## config.mk

```make
export PLATFORM = sky130hd
export DESIGN_NAME = hazard_sequencer
export DESIGN_NICKNAME = d
export VERILOG_FILES = /design/src/rtl/hazard_sequencer.sv
export SDC_FILE = /design/constraint.sdc
export NUM_CORES = 1
export LEC_CHECK = 0
export CAP_MARGIN = 30
export CORE_MARGIN = 1
export CORE_UTILIZATION = 30
export CTS_BUF_LIST = sky130_fd_sc_hd__clkbuf_2
export DETAILED_ROUTE_END_ITERATION = 12
export SLEW_MARGIN = 20
export SYNTH_ARGS = -nofsm -noshare
export SYNTH_HDL_FRONTEND = slang
export SYNTH_SLANG_ARGS = --single-unit
```

## constraint.sdc

```tcl
create_clock -name CLK -period 1.9 [get_ports CLK]
set_input_delay 0.38 -clock CLK [delete_from_list [all_inputs] [get_ports CLK]]
set_output_delay 0.38 -clock CLK [all_outputs]
set_load 0.01 [all_outputs]
```

## src/rtl/hazard_sequencer.sv

```systemverilog
// Pipeline stall/flush sequencer: arbitrates data-memory wait, taken-branch flush and
// load-use bubbles, enforces a data-memory timeout and counts stalled cycles.
module hazard_sequencer #(
    parameter int unsigned MEM_TIMEOUT = 8,
    parameter int unsigned CNT_W       = 16
) (
    input  logic             CLK,
    input  logic             clear_n,
    input  logic [4:0]       id_rs1,
    input  logic [4:0]       id_rs2,
    input  logic             id_use_rs1,
    input  logic             id_use_rs2,
    input  logic [6:0]       ex_op,
    input  logic [4:0]       ex_rd,
    input  logic             branch_taken,
    input  logic             dmem_req,
    input  logic             dmem_ready,
    output logic             pc_en,
    output logic             ifid_en,
    output logic             ifid_flush,
    output logic             idex_en,
    output logic             idex_bubble,
    output logic             exmem_en,
    output logic             memwb_bubble,
    output logic             mem_fault,
    output logic [CNT_W-1:0] stall_cnt
);

    // wait_cnt only has to reach MEM_TIMEOUT-1
    localparam int unsigned       WaitW    = $clog2(MEM_TIMEOUT);
    localparam logic [WaitW-1:0]  WaitLast = WaitW'(MEM_TIMEOUT - 1);
    localparam logic [6:0]        OpLoad   = 7'b0000011;

    typedef enum logic [1:0] {StRun, StMemWait, StFault} state_e;

    state_e             state_q, state_d;
    logic [WaitW-1:0]   wait_cnt_q, wait_cnt_d;
    logic [CNT_W-1:0]   stall_cnt_q, stall_cnt_d;

    logic memwait;
    logic loaduse;
    logic freeze;

    assign memwait = dmem_req & ~dmem_ready;
    assign loaduse = (ex_op == OpLoad) && (ex_rd != 5'd0) &&
                     ((id_use_rs1 && (id_rs1 == ex_rd)) || (id_use_rs2 && (id_rs2 == ex_rd)));

    // Next-state and freeze decision; a ready arriving on the last wait cycle beats the fault.
    always_comb begin
        state_d    = state_q;
        wait_cnt_d = wait_cnt_q;
        freeze     = 1'b0;
        case (state_q)
            StRun: begin
                if (memwait) begin
                    freeze     = 1'b1;
                    state_d    = StMemWait;
                    wait_cnt_d = WaitW'(1);
                end
            end
            StMemWait: begin
                if (!dmem_ready) begin
                    freeze = 1'b1;
                    if (wait_cnt_q == WaitLast) begin
                        state_d = StFault;
                    end else begin
                        wait_cnt_d = wait_cnt_q + 1'b1;
                    end
                end else begin
                    state_d    = StRun;
                    wait_cnt_d = '0;
                end
            end
            StFault: begin
                freeze = 1'b1;
            end
            default: begin
                state_d    = StRun;
                wait_cnt_d = '0;
            end
        endcase
    end

    // Pipeline controls: freeze first, then branch flush, then load-use bubble.
    always_comb begin
        pc_en        = 1'b1;
        ifid_en      = 1'b1;
        ifid_flush   = 1'b0;
        idex_en      = 1'b1;
        idex_bubble  = 1'b0;
        exmem_en     = 1'b1;
        memwb_bubble = 1'b0;
        mem_fault    = (state_q == StFault);
        if (freeze) begin
            pc_en        = 1'b0;
            ifid_en      = 1'b0;
            idex_en      = 1'b0;
            exmem_en     = 1'b0;
            memwb_bubble = 1'b1;
        end else if (branch_taken) begin
            // ID holds a wrong-path instruction, so squash it rather than stall on it
            ifid_flush  = 1'b1;
            idex_bubble = 1'b1;
        end else if (loaduse) begin
            pc_en       = 1'b0;
            ifid_en     = 1'b0;
            idex_bubble = 1'b1;
        end
    end

    // Saturating count of cycles where the PC did not advance.
    always_comb begin
        stall_cnt_d = stall_cnt_q;
        if (!pc_en && (stall_cnt_q != {CNT_W{1'b1}})) begin
            stall_cnt_d = stall_cnt_q + 1'b1;
        end
    end

    // State and counter registers.
    always_ff @(posedge CLK or negedge clear_n) begin
        if (!clear_n) begin
            state_q     <= StRun;
            wait_cnt_q  <= '0;
            stall_cnt_q <= '0;
        end else begin
            state_q     <= state_d;
            wait_cnt_q  <= wait_cnt_d;
            stall_cnt_q <= stall_cnt_d;
        end
    end

    assign stall_cnt = stall_cnt_q;

endmodule
```

==> flow_metrics.tcl <==
set metrics [dict create \
    run_status "complete, but fails checks" \
    violations "setup timing" \
    drive_above_1_share_pct 44.9 \
    worstPathArrival_ps 1790 \
    rr_endpoint "stall_cnt[1]$_DFFE_PN0P_" \
    crit_path_max_fanout 2 \
    synth_nets 159 \
    seq_area_um2 527 \
    worst_slack_ps -267 \
    die_area_um2 4490 \
    multi_input_area_um2 843 \
    critPathCaptureType "primary output" \
    cts-buffers-inserted 3 \
    stdcell_area_um2 2390 \
    required_ps 1520 \
    ys_ff_latch 21 \
    startpoint "ex_rd[1]" \
    hold_path_class "in2async" \
    drt_wl_total_um 4130 \
    ios 53 \
    yosysSeqAreaShare_pct 41.4 \
    synth.area.top_cells "dfrtp_1 (41%), xnor2_1 (8.3%), xor2_1 (8.3%), nand2_1 (3.8%), and3_1 (3.5%)" \
    r2r_start "stall_cnt[1]$_DFFE_PN0P_" \
    fill_cells 348 \
    path_clk_slew_ps 210 \
    worst_pin_slew_ps 358 \
    holdWs_ps 345 \
    wl_per_cell_um 15.0 \
    yosys_warnings 0 \
    via_count 1320 \
    synthArstFlopShare_pct 100 \
    yosysMostFrequentCell "dfrtp_1" \
    rrSetupSlack_ps -130 \
    period_share_pct 114 \
    reg2reg_depth 7 \
    synth_cell_types 36 \
    cap_viol_max_count 0 \
    synthesis.instances 127 \
    synthFlopType "dfrtp_1" \
    final_nets 258 \
    ir_drop_mv 0.656 \
    io_buffers 52 \
    pwr_density_cell_nw_per_um2 687 \
    p_leak_nw 1.17 \
    fmax_mhz 462 \
    yosys.area.top_type_share_pct 41.4 \
    drt_iter0_drc 16 \
    drc_errors 0 \
    cts_tree "built" \
    final_hold_viol_count 0 \
    h-tree-depth 1 \
    viasPerCell 4.80 \
    grt.total_usage_pct 19.3 \
    timing.slew.headroom_pct 75.5 \
    crit_type "in2out" \
    synth_area_um2 1270 \
    rsz0062_at_grt "true" \
    synth_area_per_cell_um2 9.99 \
    clk_latency_ps 340 \
    drtPass1Iterations 4 \
    core_um2 4030 \
    start_util_pct 31.5 \
    grt_max_degree 22 \
    report.final.slew_viol_count 0 \
    synth_edf_count 0 \
    grt_pass1_vias 1367 \
    die_w_um 67.0 \
    grt_pass1_wl_um 6440 \
    ant_nets 0 \
    period_needed_ps 2170 \
    core.rowCount 23 \
    synthToLayoutAreaGrowth_pct 88.8 \
    crit_path_start_kind "input port" \
    clkSinkCount 21 \
    synth_common_cells "dfrtp_1 (21), nand2_1 (13), xnor2_1 (12), xor2_1 (12), nor2_1 (9)" \
    place_area_um2 2050 \
    grt-ovfl-total 0 \
    setup_viol 20 \
    yosysTopAreaCell "dfrtp_1" \
    diodes 0 \
    skew_ps 5.71 \
    gp_congestion 0.704 \
    cts.path.max_buffers 2 \
    dpl.hpwl_um 2850 \
    root_buffer "clkbuf_2" \
    dieHeight_um 67.0 \
    antenna_found_initial 0 \
]
==> worst max-delay path by stage <==
stage	cells past startpoint	slack, ps	end
floorplan	4	-130	pc_en
global placement	5	-850	ifid_en
detailed placement	7	-890	pc_en
CTS	8	-230	ifid_en
global route	7	-320	pc_en
finish	7	-270	pc_en
==> stage by stage <==
stage | util, % | std cells | setup WS, ps | power [mW] | setup TNS (ps)
detailed placement | 50.8 | 251 | -886 | 1.23 | -12710
finish | 59.4 | 275 | -267 | 1.64 | -1930
CTS | 56.2 | 270 | -232 | 1.54 | -1280
global route | 59.4 | 275 | -315 | 1.76 | -3560
floorplan | - | 127 | -127 | 0.830 | -283
global placement | 50.8 | 251 | -851 | 1.21 | -12560
==> routing by layer <==
| layer | GRT usage, % | up-vias | routed length (µm) | share of wire, % |
|---|---|---|---|---|
| met5 | 0 | - | 0 | 0 |
| met4 | 6.65 | 0 | 86 | 2.1 |
| met3 | 3.25 | 9 | 142 | 3.4 |
| met2 | 35.6 | 29 | 2330 | 56 |
| met1 | 21.9 | 643 | 1570 | 38 |
| li1 | - | 639 | - | - |
==> area by class of cell <==
class	count	share of cell area [%]
timing repair buffer	101	38.7
multi-input combinational	95	35.2
inverter	4	0.627
clock buffer	3	0.627
tap	50	2.61
clock inverter	1	0.209
sequential	21	22.0
==> flip-flops by register name (all words and copies together) (netlist names) <==
| register | flops |
|---|---|
| stall_cnt | 16 |
| wait_cnt_q | 3 |
| state_q | 2 |
==> power by group <==
part           total [mW]  switching [mW]  internal, mW
clock network       0.197           0.149        0.0477
registers           0.587          0.0603         0.526
logic               0.861           0.339         0.522
==> cells by family (layout without fill, tap and decap cells) <==
group           count (synthesis)  count (layout)  synth area share [%]
xor+xnor                       24              24                  16.6
buf+inv                        11             109                  5.03
simple gates                   51              51                  22.8
fa+ha+maj                       3               3                  2.96
mux                             4               4                  3.25
flops                          21              21                  41.4
compound gates                 13              13                  7.99
==> cells in the final DEF, fill, tap and decap left out, drive strengths merged, types with 5 or more instances in the layout <==
cell type	instances
clkbuf	5
clkdlybuf4s50	19
xnor2	12
dfrtp	21
clkdlybuf4s15	5
nand2	13
xor2	12
and3	8
nor2	9
dlygate4sd2	10
buf	61
==> worst max-delay path, cell delays in order <==
cell	delay [ps]
buf_6	100
or4_4	520
o211ai_1	240
buf_4	150
o31a_1	180
buf_6	120
buf_6	90
==> what timing repair did <==
item	4_1_cts	5_1_grt
buffers inserted	15	5
pin swaps	27	17
hold buffers	0	0
setup endpoints to repair	24	26
gates resized for setup	97	31
cloned	1	0
Note: power is estimated with default switching activity, not from simulation.
